**src/rtl/analogue_decimation_ctrl.sv**
```systemverilog
// Sequencer for an analogue front-end decimation filter.
// Flushes the decimator, then clocks input samples through it and strobes
// one decimated output per cfg_ratio input samples, stopping after cfg_count
// outputs (or running until abort when cfg_count is 0).
//
// Ports:
//   clk, rst       rising-edge clock, synchronous active-high reset
//   cfg_ratio      input samples per output sample (0 behaves as 1)
//   cfg_count      output samples per acquisition (0 = continuous)
//   start          begin acquisition (honoured only in IDLE)
//   abort          terminate acquisition, returns to IDLE without done
//   y_ready        downstream can accept a decimated sample
//   dec_clr        decimator clear/flush
//   dec_ce         decimator input-sample clock enable
//   y_valid        decimated output sample strobe
//   busy           acquisition in progress (FLUSH or RUN)
//   done           one-cycle pulse on normal completion
//   overflow       sticky: a sample was strobed while y_ready was low
module analogue_decimation_ctrl #(
  parameter int unsigned RATIO_WIDTH  = 16,
  parameter int unsigned COUNT_WIDTH  = 12,
  parameter int unsigned FLUSH_CYCLES = 4
) (
  input  logic                   clk,
  input  logic                   rst,
  input  logic [RATIO_WIDTH-1:0] cfg_ratio,
  input  logic [COUNT_WIDTH-1:0] cfg_count,
  input  logic                   start,
  input  logic                   abort,
  input  logic                   y_ready,
  output logic                   dec_clr,
  output logic                   dec_ce,
  output logic                   y_valid,
  output logic                   busy,
  output logic                   done,
  output logic                   overflow
);

  localparam int unsigned FLUSH_W = (FLUSH_CYCLES > 1) ? $clog2(FLUSH_CYCLES) : 1;

  typedef enum logic [1:0] {
    IDLE  = 2'd0,
    FLUSH = 2'd1,
    RUN   = 2'd2,
    DONE  = 2'd3
  } state_t;

  state_t                 state;
  logic [RATIO_WIDTH-1:0] ratio_q;
  logic [COUNT_WIDTH-1:0] count_q;
  logic [RATIO_WIDTH-1:0] phase;
  logic [COUNT_WIDTH-1:0] sample_cnt;
  logic [FLUSH_W-1:0]     flush_cnt;

  logic [RATIO_WIDTH-1:0] phase_nxt;
  logic [RATIO_WIDTH-1:0] ratio_last;
  logic [COUNT_WIDTH-1:0] sample_nxt;
  logic                   ratio_is_one;
  logic                   start_ok;

  // Helper terms; phase never exceeds ratio-1 so phase_nxt cannot wrap.
  assign phase_nxt    = phase + RATIO_WIDTH'(1);
  assign ratio_last   = ratio_q - RATIO_WIDTH'(1);
  assign sample_nxt   = sample_cnt + COUNT_WIDTH'(1);
  assign ratio_is_one = (ratio_q == RATIO_WIDTH'(1));
  assign start_ok     = (state == IDLE) && start && !abort;

  // State machine with registered outputs; y_valid is kept equal to (phase == ratio-1) in RUN.
  always_ff @(posedge clk) begin
    if (rst) begin
      state      <= IDLE;
      ratio_q    <= '0;
      count_q    <= '0;
      phase      <= '0;
      sample_cnt <= '0;
      flush_cnt  <= '0;
      dec_clr    <= 1'b0;
      dec_ce     <= 1'b0;
      y_valid    <= 1'b0;
      busy       <= 1'b0;
      done       <= 1'b0;
      overflow   <= 1'b0;
    end else begin
      // Sticky overflow, cleared only by an accepted start.
      if (start_ok) begin
        overflow <= 1'b0;
      end else if (y_valid && !y_ready) begin
        overflow <= 1'b1;
      end

      if (abort) begin
        state     <= IDLE;
        phase     <= '0;
        flush_cnt <= '0;
        dec_clr   <= 1'b0;
        dec_ce    <= 1'b0;
        y_valid   <= 1'b0;
        busy      <= 1'b0;
        done      <= 1'b0;
      end else begin
        case (state)
          IDLE: begin
            done <= 1'b0;
            if (start) begin
              state      <= FLUSH;
              ratio_q    <= (cfg_ratio == '0) ? RATIO_WIDTH'(1) : cfg_ratio;
              count_q    <= cfg_count;
              sample_cnt <= '0;
              flush_cnt  <= '0;
              dec_clr    <= 1'b1;
              busy       <= 1'b1;
            end
          end

          FLUSH: begin
            if (flush_cnt == FLUSH_W'(FLUSH_CYCLES - 1)) begin
              state   <= RUN;
              dec_clr <= 1'b0;
              dec_ce  <= 1'b1;
              phase   <= '0;
              y_valid <= ratio_is_one;
            end else begin
              flush_cnt <= flush_cnt + FLUSH_W'(1);
            end
          end

          RUN: begin
            if (y_valid) begin
              sample_cnt <= sample_nxt;
              if ((count_q != '0) && (sample_nxt == count_q)) begin
                state   <= DONE;
                dec_ce  <= 1'b0;
                y_valid <= 1'b0;
                busy    <= 1'b0;
                done    <= 1'b1;
              end else begin
                phase   <= '0;
                y_valid <= ratio_is_one;
              end
            end else begin
              phase   <= phase_nxt;
              y_valid <= (phase_nxt == ratio_last);
            end
          end

          DONE: begin
            state <= IDLE;
            done  <= 1'b0;
          end

          default: begin
            state <= IDLE;
          end
        endcase
      end
    end
  end

endmodule

```
**config.mk**
```make
export PLATFORM = sky130hd
export DESIGN_NAME = analogue_decimation_ctrl
export DESIGN_NICKNAME = d
export VERILOG_FILES = /design/src/rtl/analogue_decimation_ctrl.sv
export SDC_FILE = /design/constraint.sdc
export NUM_CORES = 1
export LEC_CHECK = 0
export CAP_MARGIN = 30
export CORE_MARGIN = 2
export CORE_UTILIZATION = 35
export CTS_CLUSTER_SIZE = 16
export DETAILED_ROUTE_END_ITERATION = 16
export GPL_TIMING_DRIVEN = 1
export PLACE_DENSITY = 0.64
export SETUP_SLACK_MARGIN = 0.02
export SYNTH_ARGS = -nofsm -noshare
export SYNTH_HDL_FRONTEND = slang
export SYNTH_SLANG_ARGS = --single-unit
```
**constraint.sdc**
```tcl
create_clock -name clk -period 2.8 [get_ports clk]
set_clock_uncertainty 0.1 [all_clocks]
set_input_delay 0.56 -clock clk [delete_from_list [all_inputs] [get_ports clk]]
set_output_delay 0.56 -clock clk [all_outputs]
set_load 0.05 [all_outputs]
```
==> impl_metrics.csv <==
group,metric,value,unit
floorplanning,start_util,35.8,%
run_status,status,"finished, final reports clean",
critical_path,slowest_stage,"or4_1",
synthesis,synth.most_common_cell,"dfxtp_1",
synthesis,syn_avg_cell_area,8.24,um2
cts,clock-sinks,66,
timing,final.min_clock_period,2.64,ns
cells_and_area,antenna_cells,0,
synthesis,seq_area_frac_synth,32.5,%
place,place_hpwl,8250,um
cells_and_area,layout-drive-gt1-share,11.3,%
synthesis,netlist_top_cells_count,"dfxtp_1 (66), xnor2_1 (35), nand2_1 (32), nor2_1 (28), nor3_1 (28)",
detailed_routing,wl_per_cell,16.1,um
cells_and_area,fin_area,0.00505,mm2
cells_and_area,fin_nets,577,
cts,cts_tree,"done",
global_route,grtUsageTotal,18.3,%
global_route,grt_pass1_wl,18800,um
cells_and_area,finalNonFillerCells,684,
power,vdd_drop_max,0.000349,V
detailed_routing,met3WireLength,392,um
critical_path,end_kind,"register",
cts,insertion_delay,0.34,ns
power,cellPowerDensity,536,mW/mm2
worst_hold_path,hold_depth,2,
floorplanning,dieArea,0.0125,mm2
detailed_routing,wl_met2,5210,um
place,portBuffers,38,
timing,drv_slew,0,
power,swShare,24.7,%
critical_path,critPathMaxStageDelay,0.64,ns
power,power_switching,0.000670,W
timing,setup-tns-final,0,ns
global_route,grt_pass1_vias,3746,
global_route,grt_max_degree,26,
synthesis,synth_cell_type_count,59,
critical_path,cp.required,2.98,ns
timing,final_hold_viol_count,0,
critical_path,crit_type,"register to register",
detailed_routing,drtIter0Drc,184,
timing,worst_slew_pin_slew,0.918,ns
critical_path,reg2regPathDepth,7,
cells_and_area,area_growth,24.0,%
synthesis,synthFlopType,"dfxtp_1",
timing,rsz0062_at_grt,"false",
floorplanning,die_y,112,um
floorplanning,io_pins,39,
global_route,grt_overflow,0,
synthesis,synth-edff-count,0,
floorplanning,core,0.0114,mm2
timing,finalCritPeriodShare,94.3,%
detailed_routing,wl_met1,5170,um
critical_path,cp-start-kind,"register",
synthesis,syn_inst,494,
floorplanning,num_rows,39,
timing,setup_slack,0.161,ns
worst_hold_path,hold_class,"register to register",
timing,max_freq,379,MHz
cts,root_buffer,"clkbuf_16",
power,power_frac_comb,14.9,%
synthesis,synth.area.top_cells,"dfxtp_1 (32%), xnor2_1 (7.5%), a22o_1 (5.6%)",
detailed_routing,drcViolationCount,0,
power,leakagePower,1.84,nW
detailed_routing,top_layer,"met4",
cts,clk_pin_slew,0.06,ns
synthesis,ys_warn_count,0,
power,pwr-share-clk,48.4,%
detailed_routing,firstDrtPassIters,4,
synthesis,synth_fp_nets,535,
synthesis,synthArstFlopShare,0,%
global_route,antenna_found_initial,0,
synthesis,yosysTopAreaCellShare,32.5,%
critical_path,path_cells,"or4_1, or4b_4, xnor2_2, xnor2_1, o2111ai_2, a2111oi_2, a211o_1",
synthesis,synth_largest_area_cell,"dfxtp_1",
synthesis,synth-seq-cells,66,
detailed_routing,num_vias,3924,
cells_and_area,fillers,1098,
power,p_int,0.00204,W
floorplanning,die_w,112,um
critical_path,worst_ep_arrival_time,2.82,ns
place,dp_slack,0.142,ns
cts,cts_max_level,3,
critical_path,cp_max_fo,6,
place,placedCellCount,668,
place,gp_congestion,0.883,
cts,cts_buffers,9,
synthesis,syn-cell-area,0.00407,mm2
power,pwr-share-seq,36.8,%
cts,cts.path.max_buffers,2,
timing,slew_headroom,38.6,%
run,maxCapViolCount,0,
detailed_routing,vias_per_cell,5.74,
timing,setup_viol_count_final,0,
detailed_routing,antenna_left,0,
detailed_routing,routed_wl,11000,um
place,placed_cell_area,0.00469,mm2
per-layer routing:
layer / GRT usage, % / vias to the layer above
li1: - / 1942
met1: 24.5 / 1864
met2: 29.5 / 101
met3: 2.50 / 17
met4: 8.07 / 0
met5: 0 / -
through the flow:
| step | total power, W | utilization, % | hold WS (ns) |
|---|---|---|---|
| final | 0.00271 | 44.4 | 0.394 |
| after floorplan | 0.00128 | - | 0.353 |
| after global routing | 0.00280 | 44.4 | 0.437 |
| after detailed placement | 0.00142 | 41.3 | 0.379 |
| after global placement | 0.00141 | 41.3 | 0.362 |
| after CTS | 0.00272 | 44.3 | 0.390 |
cells by family (layout without fill, tap and decap cells):
logic type      after synthesis  after routing  synth area share, %
simple gates                196            196                 27.0
fa+ha+maj                     8              8                 2.46
mux                           4              4                 1.08
buf+inv                      40             87                 3.90
flops                        66             66                 32.5
compound gates              132            132                 21.8
xor+xnor                     48             48                 11.2
placed cells by master (no fill, tap or decap), types with 3 or more instances in the layout:
cell / count
nand4_1: 13
a311oi_1: 6
nor3b_1: 3
xnor2_1: 35
and2_1: 6
nand2b_1: 7
a22o_1: 26
xor2_1: 10
ha_1: 8
a21o_1: 3
nor2_1: 28
a21oi_1: 26
clkbuf_16: 9
and3_1: 12
nor2b_1: 4
clkdlybuf4s50_1: 38
and4_1: 5
inv_1: 9
nand3_1: 21
nor3_1: 28
o21ai_0: 27
nor4_1: 11
a31oi_1: 26
or4_1: 4
mux2_2: 3
dfxtp_1: 66
bufinv_16: 3
buf_4: 22
nand2_1: 32
power groups by stage:
stage          logic (W)  registers [W]  clock network [W]
2_1_floorplan   0.000265        0.00101                  0
3_3_place_gp    0.000395        0.00102                  0
3_5_place_dp    0.000401        0.00102                  0
4_1_cts         0.000404       0.000996            0.00132
5_1_grt         0.000442       0.000999            0.00136
6_report        0.000403       0.000996            0.00131
cell type report:
type | instances | area, um2 | share of cell area [%]
clock buffers | 9 | 225 | 4.46
well taps | 143 | 179 | 3.54
clock inverters | 7 | 118 | 2.33
multi-input cells | 388 | 2600 | 51.6
repair buffers | 61 | 566 | 11.2
inverters | 10 | 37.5 | 0.743
flip-flops and latches | 66 | 1320 | 26.2
state kept, by name (all words and copies together), names as in the netlist:
name        count
overflow        1
y_valid         1
phase          16
ratio_q        16
done            1
dec_clr         1
count_q        12
dec_ce          1
flush_cnt       2
busy            1
state           2
sample_cnt     12
worst max-delay path, delay by kind of cell, from the launching register on:
kind / cells / cell delay, ns
xor+xnor: 2 / 0.34
flops: 1 / 0.36
simple gates: 2 / 1.18
compound gates: 3 / 0.59
worst paths after layout:
kind / from / slack [ns] / endpoint
max: ratio_q[2] / 0.16 / y_valid
min: busy / 0.39 / busy
max reg2reg: ratio_q[2] / 0.16 / y_valid
min reg2reg: busy / 0.39 / busy
repair_timing:
action                     CTS  global route
resized for setup            0             3
hold buffers                 0             0
buffers inserted             0             0
setup endpoints to repair    0            14
Note: power is estimated with default switching activity, not from simulation.
